$ cat config.mk
export PLATFORM = sky130hd
export DESIGN_NAME = cnt_ctrl
export DESIGN_NICKNAME = d
export VERILOG_FILES = /design/src/rtl/cnt_ctrl.sv
export SDC_FILE = /design/constraint.sdc
export NUM_CORES = 1
export LEC_CHECK = 0
export CAP_MARGIN = 20
export CORE_MARGIN = 2
export CORE_UTILIZATION = 33
export DETAILED_ROUTE_END_ITERATION = 10
export PLACE_DENSITY = 0.61
export SLEW_MARGIN = 30
export SYNTH_ARGS = -nofsm -noshare
export SYNTH_HDL_FRONTEND = slang
export SYNTH_SLANG_ARGS = --single-unit
$ cat constraint.sdc
create_clock -name clk -period 1.4 [get_ports clk]
set_input_delay 0.28 -clock clk [delete_from_list [all_inputs] [get_ports clk]]
set_output_delay 0.28 -clock clk [all_outputs]
set_load 0.05 [all_outputs]
$ cat src/rtl/cnt_ctrl.sv
// Sequencer for an external up-counter: loads a start value, enables counting
// until the counter reaches a programmable terminal value, supports pause/resume and abort.
//
// state | meaning
// IDLE  | waiting for a command, counter untouched
// LOAD  | one cycle driving load with start_reg
// RUN   | counter enabled until cnt_out reaches term_reg
// PAUSE | counting suspended by HOLD, terminal check inactive
// DONE  | terminal reached, waiting for START or ABORT
module cnt_ctrl #(
  parameter int WIDTH = 5
) (
  input  logic             clk,
  input  logic             rst,
  input  logic             cmd_valid,
  output logic             cmd_ready,
  input  logic [1:0]       cmd_op,
  input  logic [WIDTH-1:0] cmd_data,
  input  logic [WIDTH-1:0] cnt_out,
  output logic             load,
  output logic             enab,
  output logic [WIDTH-1:0] cnt_in,
  output logic             busy,
  output logic             done,
  output logic             err
);

  typedef enum logic [2:0] {
    S_IDLE  = 3'd0,
    S_LOAD  = 3'd1,
    S_RUN   = 3'd2,
    S_PAUSE = 3'd3,
    S_DONE  = 3'd4
  } state_t;

  localparam logic [1:0] OP_SET_TERM = 2'd0;
  localparam logic [1:0] OP_START    = 2'd1;
  localparam logic [1:0] OP_HOLD     = 2'd2;
  localparam logic [1:0] OP_ABORT    = 2'd3;

  state_t           r_state;
  state_t           w_state_nxt;
  logic [WIDTH-1:0] r_term;
  logic [WIDTH-1:0] w_term_nxt;
  logic [WIDTH-1:0] r_start;
  logic [WIDTH-1:0] w_start_nxt;
  logic             r_err;
  logic             w_err_nxt;
  logic             w_acc;
  logic             w_at_term;

  assign cmd_ready = (r_state != S_LOAD);
  assign w_acc     = cmd_valid && cmd_ready;
  assign w_at_term = (cnt_out == r_term);

  always_ff @(posedge clk) begin
    if (rst) begin
      r_state <= S_IDLE;
      r_term  <= '1;
      r_start <= '0;
      r_err   <= 1'b0;
    end else begin
      r_state <= w_state_nxt;
      r_term  <= w_term_nxt;
      r_start <= w_start_nxt;
      r_err   <= w_err_nxt;
    end
  end

  always_comb begin
    w_state_nxt = r_state;
    w_term_nxt  = r_term;
    w_start_nxt = r_start;
    w_err_nxt   = 1'b0;
    case (r_state)
      S_IDLE, S_DONE: begin
        if (w_acc) begin
          case (cmd_op)
            OP_SET_TERM: w_term_nxt = cmd_data;
            OP_START: begin
              w_start_nxt = cmd_data;
              w_state_nxt = S_LOAD;
            end
            OP_HOLD:  w_err_nxt   = 1'b1;
            default:  w_state_nxt = S_IDLE;
          endcase
        end
      end
      S_LOAD: w_state_nxt = S_RUN;
      S_RUN: begin
        if (w_acc && cmd_op == OP_ABORT) begin
          w_state_nxt = S_IDLE;
        end else if (w_at_term) begin
          // terminal wins: any other command taken on this edge is flagged as lost
          w_state_nxt = S_DONE;
          w_err_nxt   = w_acc;
        end else if (w_acc) begin
          if (cmd_op == OP_HOLD) w_state_nxt = S_PAUSE;
          else                   w_err_nxt   = 1'b1;
        end
      end
      S_PAUSE: begin
        if (w_acc) begin
          case (cmd_op)
            OP_HOLD:  w_state_nxt = S_RUN;
            OP_ABORT: w_state_nxt = S_IDLE;
            default:  w_err_nxt   = 1'b1;
          endcase
        end
      end
      default: w_state_nxt = S_IDLE;
    endcase
  end

  assign load   = (r_state == S_LOAD);
  assign enab   = (r_state == S_RUN) && !w_at_term;
  assign cnt_in = r_start;
  assign busy   = (r_state == S_LOAD) || (r_state == S_RUN) || (r_state == S_PAUSE);
  assign done   = (r_state == S_DONE);
  assign err    = r_err;

endmodule

Yosys cells after proc, flatten, opt, wreduce, memory -nomap -nowiden:

Cells that the tools add are included.

* word-level logic and storage cells: 51
* register bits after elaboration: 14

* multiplexer cells: 18
* equal/unequal tests: 15
* reductions and logical operators: 14

Operators with widths (number)
* 3-bit two-way mux: 6
* 3-bit one-hot mux with 2 select lines: 2
* 3-bit one-hot mux with 4 select lines: 1
* 1-bit two-way mux: 8
* 4-bit != test, second input constant: 2
* 3-bit by 2-bit equality test with 1-bit output, second input constant: 2
* 2-bit != test, second input constant: 3
* 3-bit AND reduction: 2
* 6-bit AND reduction: 1
* 2-bit OR reduction: 3
* 5-bit equality test: 1
* 2-bit equality test, second input constant: 2
* 3-bit by 1-bit equality test with 1-bit output, second input constant: 1
* 3-bit equality test, second input constant: 1
* 1-bit logical AND: 3
* 3-bit zero test: 1
* 3-bit by 1-bit != test with 1-bit output, second input constant: 1
* 3-bit != test, second input constant: 1
* 1-bit one-hot mux with 3 select lines: 1
* 2-bit by 1-bit equality test with 1-bit output, second input constant: 1
* 2-bit zero test: 1
* 1-bit logical OR: 2
* 1-bit zero test: 1

Longest topological paths before layout:

Gate-level depths: netlist of run 1.

* word-level depth: 6
* gate-level depth with buffers: 5
* depth with buffers taken out: 4

Least setup slack after synthesis of run 1:

No wires, ideal clock.

* path kind: register -> output
* start: reg r_term[1]
* end: out enab
* arrival time: 1655 ps
* setup slack: -535 ps
* required time: 1120 ps
* stages on the path, launching flop included: 4
* buffers on the path: 0
* cells stage by stage: dfxtp_1 xor2_1 nor3_2 nor3_1

* cells in the longest elaborated chain, start to end: 3

Ends and longest elaborated chain
* from (decl): RTL line 43 `logic [WIDTH-1:0] r_term;`
* from (signal assigned): RTL line 64 `r_term <= w_term_nxt;`
* 5-bit equality test: RTL line 54 `assign w_at_term = (cnt_out == r_term);`
* 1-bit zero test: RTL line 116 `assign enab = (r_state == S_RUN) && !w_at_term;`
* 1-bit logical AND: RTL line 116
* to (decl): RTL line 21 `output logic enab,`

No other way between the ends.

Worst setup path after layout of run 1:

* start: reg r_state[0]
* end: out load

* cells in the longest elaborated chain, start to end: 1

Ends and longest elaborated chain
* from (decl): RTL line 41 `state_t r_state;`
* from (signal assigned): RTL line 63 `r_state <= w_state_nxt;`
* 3-bit by 1-bit equality test with 1-bit output: RTL line 115 `assign load = (r_state == S_LOAD);`
* to (decl): RTL line 20 `output logic load,`

No other way between the ends.

==> results of run 1 <==
-- placed cells by master, fill, tap and decap left out, types with 4 or more instances in the layout --
| cell | n |
|---|---|
| mux2i_1 | 5 |
| dfxtp_2 | 5 |
| a211o_1 | 5 |
| nor2_1 | 11 |
| dlygate4sd2_1 | 5 |
| dfxtp_1 | 7 |
| inv_1 | 7 |
| clkdlybuf4s50_1 | 9 |
| buf_4 | 11 |
| buf_12 | 9 |
| buf_6 | 4 |
-- synthesized netlist by cell type --
cell | count | area share (%)
a211o_1 | 5 | 5.8
a21boi_1 | 1 | 0.99
a21oi_1 | 2 | 1.3
a22o_1 | 1 | 1.2
a32oi_1 | 1 | 1.2
and2_1 | 1 | 0.83
and3_1 | 1 | 0.83
buf_2 | 3 | 2.0
buf_6 | 1 | 1.5
clkbuf_1 | 2 | 0.99
dfxtp_1 | 14 | 37
inv_1 | 8 | 4.0
mux2i_1 | 5 | 6.6
nand2_1 | 1 | 0.49
nand2b_1 | 1 | 0.83
nand3_1 | 1 | 0.66
nand3_4 | 2 | 4.6
nand3b_1 | 1 | 0.99
nand4_1 | 2 | 1.6
nor2_1 | 15 | 7.4
nor2b_1 | 1 | 0.83
nor3_1 | 1 | 0.66
nor3_2 | 1 | 1.3
nor3_4 | 1 | 2.1
nor4_1 | 1 | 0.83
nor4b_1 | 1 | 1.2
o211ai_1 | 1 | 0.99
o21ai_0 | 1 | 0.66
o22ai_1 | 2 | 1.6
o2bb2ai_1 | 1 | 1.2
o31ai_1 | 1 | 0.99
or3b_1 | 1 | 1.2
xnor2_1 | 3 | 3.5
xor2_1 | 2 | 2.3
-- power breakdown --
group / internal, mW / switching, mW
logic: 0.132 / 0.128
clock network: 0.0997 / 0.122
registers: 0.413 / 0.0157
-- metrics by stage --
stage          setup TNS [ns]  util (%)  cell area [sq um]  hold WS (ns)  power, mW
4_1_cts               -0.5676     55.80               1222        0.4733     0.9098
6_report              -0.4025     58.60               1284        0.4748     0.9110
5_1_grt               -0.6550     58.60               1284        0.4885     0.9609
3_3_place_gp           -2.359     53.74               1177        0.4688     0.6818
2_1_floorplan         -0.1714         -              779.5        0.4239     0.5714
3_5_place_dp           -2.478     53.74               1177        0.4799     0.6860
-- registers in the layout, summed over array words and instances, names as in the netlist --
signal,count
cnt_in,5
r_term,5
err,1
r_state,3
-- worst min path at each step --
stage / start / endpoint / cells after the start
detailed placement: r_term[3] / r_term[3] / 1
floorplan: cmd_data[0] / cnt_in[0] / 2
global placement: r_term[2] / r_term[2] / 1
global route: r_term[3] / r_term[3] / 1
finish: r_term[3] / r_term[3] / 1
CTS: r_term[1] / r_term[1] / 1
-- repair_timing --
item                       CTS  global route
gates cloned                 0             1
hold buffers                 0             0
hold endpoints to repair     0             0
pin swaps                    8             9
buffers inserted             2             2
setup endpoints to repair    5             7
gates resized for setup     12            12
-- routing by layer --
| layer | routed length (microns) | track usage (%) | vias up | part of all wire, % |
|---|---|---|---|---|
| li1 | - | - | 373 | - |
| met1 | 750 | 16.20 | 357 | 40 |
| met2 | 984 | 27.64 | 20 | 53 |
| met3 | 99 | 2.874 | 4 | 5.3 |
| met4 | 27 | 9.211 | 0 | 1.5 |
| met5 | 0 | 0 | - | 0 |
-- final cells by class --
type / instances / area, sq um
Timing Repair Buffer: 38 / 441.7
Fill cell: 203 / 907.1
Sequential cell: 14 / 294.0
Tap cell: 28 / 35.03
Inverter: 8 / 33.78
Multi-Input combinational cell: 59 / 456.7
Clock buffer: 3 / 22.52
-- logic make-up after synthesis --
group           count (synthesis)
buf+inv                        14
xor+xnor                        5
simple gates                   32
compound gates                 16
flops                          14
mux                             5
==> flow_summary_export.csv, run 1 <==
group,metric,value,unit
clock_tree,h-tree-depth,1,
worst_setup_path,crit_start,"r_state[0]",
logic_synthesis,synth_area,758.2,sq um
detailed_routing,drc_errors,0,
logic_synthesis,synth_compound_area_share,15.84,%
global_route,grt_max_degree,14,
detailed_routing,drtAntennaViolNets,0,
clock_tree,cts_tree,"yes",
global_route,gr-usage-all-layers,15.30,%
status,status,"complete, but fails checks",
detailed_routing,viasPerCell,5.027,
die,die_area,2697,sq um
clock_tree,clock_sinks,14,
logic_synthesis,netlist-cell-type-count,34,
placement,place_ws,-0.3557,ns
die,rows,17,
worst_setup_path,crit_chain,"or3b_4 > clkinvlp_4 > buf_12",
timing,finalMaxSlewViolations,0,
layout,area_growth_syn_to_layout,69.31,%
detailed_routing,wirelength,1.862,mm
pwr,p_per_area,709.7,nW/um^2
layout,final_cells,150,
timing,rsz0062_at_grt,"true",
timing,setup_slack,-0.1583,ns
timing,slew-limit-headroom,78.43,%
clock_tree,cts_buffers,3,
worst_setup_path,cp.arrival,1.28,ns
worst_setup_path,cp.required,1.12,ns
die,die_width,51.94,microns
worst_setup_path,setup.worst_path.class,"register to output port",
placement,dp_cells,142,
timing,fin_skew,0.001544,ns
timing,worst_pin_slew,0.3224,ns
worst_setup_path,worstReg2RegEnd,"r_term[2]",
timing,fmax,641.7,MHz
worst_setup_path,cp.depth,3,
worst_setup_path,cp_max_fo,4,
clock_tree,cts.reportedPaths.clkPinSlew,0.08,ns
worst_setup_path,critPathLaunchType,"register",
die,core,2191,sq um
clock_tree,cts_root_buffer,"clkbuf_4",
detailed_routing,detail_route.wl_per_cell,12.41,microns
status,violations,"setup timing",
placement,routabilityCongestion,0.8494,
pwr,p_leak,0.5533,nW
worst_setup_path,r2r_start,"r_state[1]",
logic_synthesis,synth_area_per_cell,8.817,sq um
global_route,antenna_found_initial,0,
logic_synthesis,synth_seq_cells,14,
clock_tree,clock_path_buffers,2,
worst_setup_path,crit_family,"simple AND/OR/NAND/NOR gates",
global_route,grt.overflow.total,0,
timing,fin_crit,1.558,ns
layout,antenna_cells,0,
timing,setup-violations-final,3,
timing,fin_crit_sh,111.3,%
worst_setup_path,crit_path_max_incr_delay,0.41,ns
detailed_routing,drtPass1Iterations,3,
detailed_routing,num_vias,754,
logic_synthesis,syn_inst,86,
detailed_routing,drtIter0Drc,10,
logic_synthesis,synth_top_family_by_area,"simple AND/OR/NAND/NOR gates",
worst_setup_path,crit_buf_inv,2,
die,io_pins,26,
layout,fin_nets,139,
logic_synthesis,synth_fa_ha_area_share,0,%
worst_setup_path,critPathCapture,"load",
timing,hold_violations,0,
worst_setup_path,crit_path_end_kind,"output port",
worst_setup_path,slowest_stage,"or3b_4",
logic_synthesis,ys_warn_count,0,
logic_synthesis,synth.area.mux_share,6.601,%
die,start_util,34.61,%
global_route,grt_pass1_vias,744,
worst_hold_path,min_path_type,"register to register",
worst_setup_path,regToRegSetupSlack,0.04,ns
worst_setup_path,rr_worst_depth,4,
die,die_height,51.94,microns
clock_tree,clk_latency,0.27,ns
logic_synthesis,yosys.area_share.simple,26.40,%
pwr,vdd_drop_max,0.5011,mV
logic_synthesis,synth_xor_area_share,5.776,%
placement,detailed_place_hpwl,1.393,mm
run,max_cap_violations,0,
layout,drive_above_1_share,39.34,%
logic_synthesis,yosysSeqAreaShare,36.96,%
placement,port_buffers,25,
global_route,grt_pass1_wl,3.077,mm
logic_synthesis,syn_nets,101,
No activity file was read; power rests on OpenSTA's default activity.
==> run 2, diff against run 1 <==
CAP_MARGIN = not set   (was 20)
CORE_UTILIZATION = 30   (was 33)
PLACE_DENSITY = 0.57   (was 0.61)
RECOVER_POWER = 25   (was not set)
==> flow_summary_export.csv, run 2 (same netlist as run 1, synthesis figures left out) <==
group,metric,value,unit
placement,place_ws,-0.3699,ns
timing,rsz0062_at_grt,"true",
layout,fin_nets,146,
timing,hold_violations,0,
detailed_routing,drtIter0Drc,3,
layout,drive_above_1_share,44.62,%
layout,final_common_cell,"buf_4",
global_route,grt.overflow.total,0,
pwr,p_per_area,744.5,nW/um^2
global_route,grt_pass1_wl,3.249,mm
clock_tree,cts.reportedPaths.clkPinSlew,0.10,ns
die,die_area,2946,sq um
timing,finalMaxSlewViolations,0,
placement,placed_cell_area,1180,sq um
detailed_routing,detail_route.wl_per_cell,12.37,microns
detailed_routing,viasPerCell,4.806,
pwr,total_power,997.7,uW
clock_tree,cts_tree,"yes",
global_route,grt_max_degree,11,
worst_setup_path,crit_path_end_kind,"output port",
placement,detailed_place_hpwl,1.381,mm
clock_tree,clock_path_buffers,2,
timing,fin_crit,1.591,ns
die,die_height,54.28,microns
worst_setup_path,critPathCapture,"enab",
worst_setup_path,regToRegSetupSlack,-0.01,ns
timing,fin_crit_sh,113.7,%
timing,setup-violations-final,5,
timing,setup_slack,-0.1913,ns
worst_setup_path,r2r_start,"r_state[1]",
detailed_routing,wirelength,1.979,mm
timing,worst_pin_slew,0.2769,ns
worst_setup_path,setup.worst_path.class,"register to output port",
detailed_routing,drtPass1Iterations,4,
timing,fmax,628.4,MHz
worst_setup_path,worstReg2RegEnd,"r_state[0]",
layout,utilization,55.09,%
die,start_util,31.17,%
placement,routabilityCongestion,0.7889,
worst_hold_path,min_path_type,"register to register",
global_route,antenna_found_initial,0,
clock_tree,h-tree-depth,1,
timing,slew-limit-headroom,81.62,%
detailed_routing,drtAntennaViolNets,0,
clock_tree,clk_latency,0.28,ns
status,violations,"setup timing",
worst_setup_path,rr_worst_depth,6,
pwr,p_leak,0.6061,nW
die,core,2432,sq um
worst_setup_path,cp.required,1.12,ns
global_route,grt_pass1_vias,776,
worst_setup_path,cp_max_fo,2,
layout,area_growth_syn_to_layout,76.73,%
detailed_routing,num_vias,769,
clock_tree,cts_hold_buf,0,
layout,antenna_cells,0,
worst_setup_path,critPathLaunchType,"register",
global_route,gr-usage-all-layers,15.20,%
run,max_cap_violations,0,
pwr,vdd_drop_max,0.4030,mV
worst_setup_path,cp.arrival,1.31,ns
layout,fin_area,1340,sq um
die,io_pins,26,
placement,port_buffers,25,
die,die_width,54.28,microns
clock_tree,clock_sinks,14,
clock_tree,cts_buffers,3,
detailed_routing,drc_errors,0,
layout,final_cell_mix,"buf_4, nor2_1, clkdlybuf4s50_1, inv_1, buf_12",
worst_setup_path,crit_start,"r_term[4]",
timing,fin_skew,0.01487,ns
clock_tree,cts_root_buffer,"clkbuf_4",
timing,whs,0.4749,ns
status,status,"complete, but fails checks",
die,rows,18,
[run 2: changes by cell type in the layout (fill, tap and decap cells not counted), moves of 2 or more]
| cell | previous run | this run |
|---|---|---|
| buf_12 | 9 | 7 |
| buf_4 | 11 | 18 |
| nor2_1 | 11 | 13 |
| xnor2_1 | 3 | 1 |
| clkbuf_2 | 0 | 2 |
| xnor2_2 | 0 | 2 |
[run 2: repair_timing]
action	in CTS	in global routing
setup endpoints to repair	5	14
buffers inserted	8	6
gates resized for setup	20	9
cloned	0	0
pin swaps	7	8
[run 2: layout make-up]
class / instances / area (sq um)
Clock buffer: 4 / 36.28
Fill cell: 239 / 1092
Inverter: 8 / 33.78
Multi-Input combinational cell: 58 / 457.9
Sequential cell: 14 / 295.3
Tap cell: 30 / 37.54
Timing Repair Buffer: 46 / 479.2
[run 2: per-stage QoR]
| step | std cells | TNS [ns] |
|---|---|---|
| finish | 160 | -0.5406 |
| global route | 160 | -1.105 |
| CTS | 156 | -0.5334 |
| detailed placement | 144 | -2.857 |
| global placement | 144 | -2.460 |
| floorplan | 86 | -0.1714 |
[run 2: power by group]
group	total (mW)	switching (mW)	internal, mW
logic	0.272	0.131	0.142
clock network	0.297	0.139	0.158
registers	0.428	0.0142	0.414
total	0.998	0.284	0.714
[run 2: routing by layer]
layer	GRT usage [%]	vias to the layer above	share of wire [%]
met5	0	-	0
met4	5.833	0	0
met3	2.459	0	4.9
met2	25.70	19	52
met1	19.29	363	43
li1	-	387	-
[run 2: how the worst min path moves through the flow]
stage | start | endpoint | depth (start not counted)
floorplan | cmd_data[0] | cnt_in[0] | 2
global placement | r_term[3] | r_term[3] | 1
detailed placement | r_term[0] | r_term[0] | 1
CTS | r_term[3] | r_term[3] | 1
global route | r_term[0] | r_term[0] | 1
finish | r_term[0] | r_term[0] | 1
[run 2: worst max-delay path, stage by stage (launching register included)]
cell and delay (ns):
dfxtp_2 0.37, xnor2_2 0.11, nand3_1 0.10, nor3_2 0.22, nor3_2 0.08, buf_6 0.15
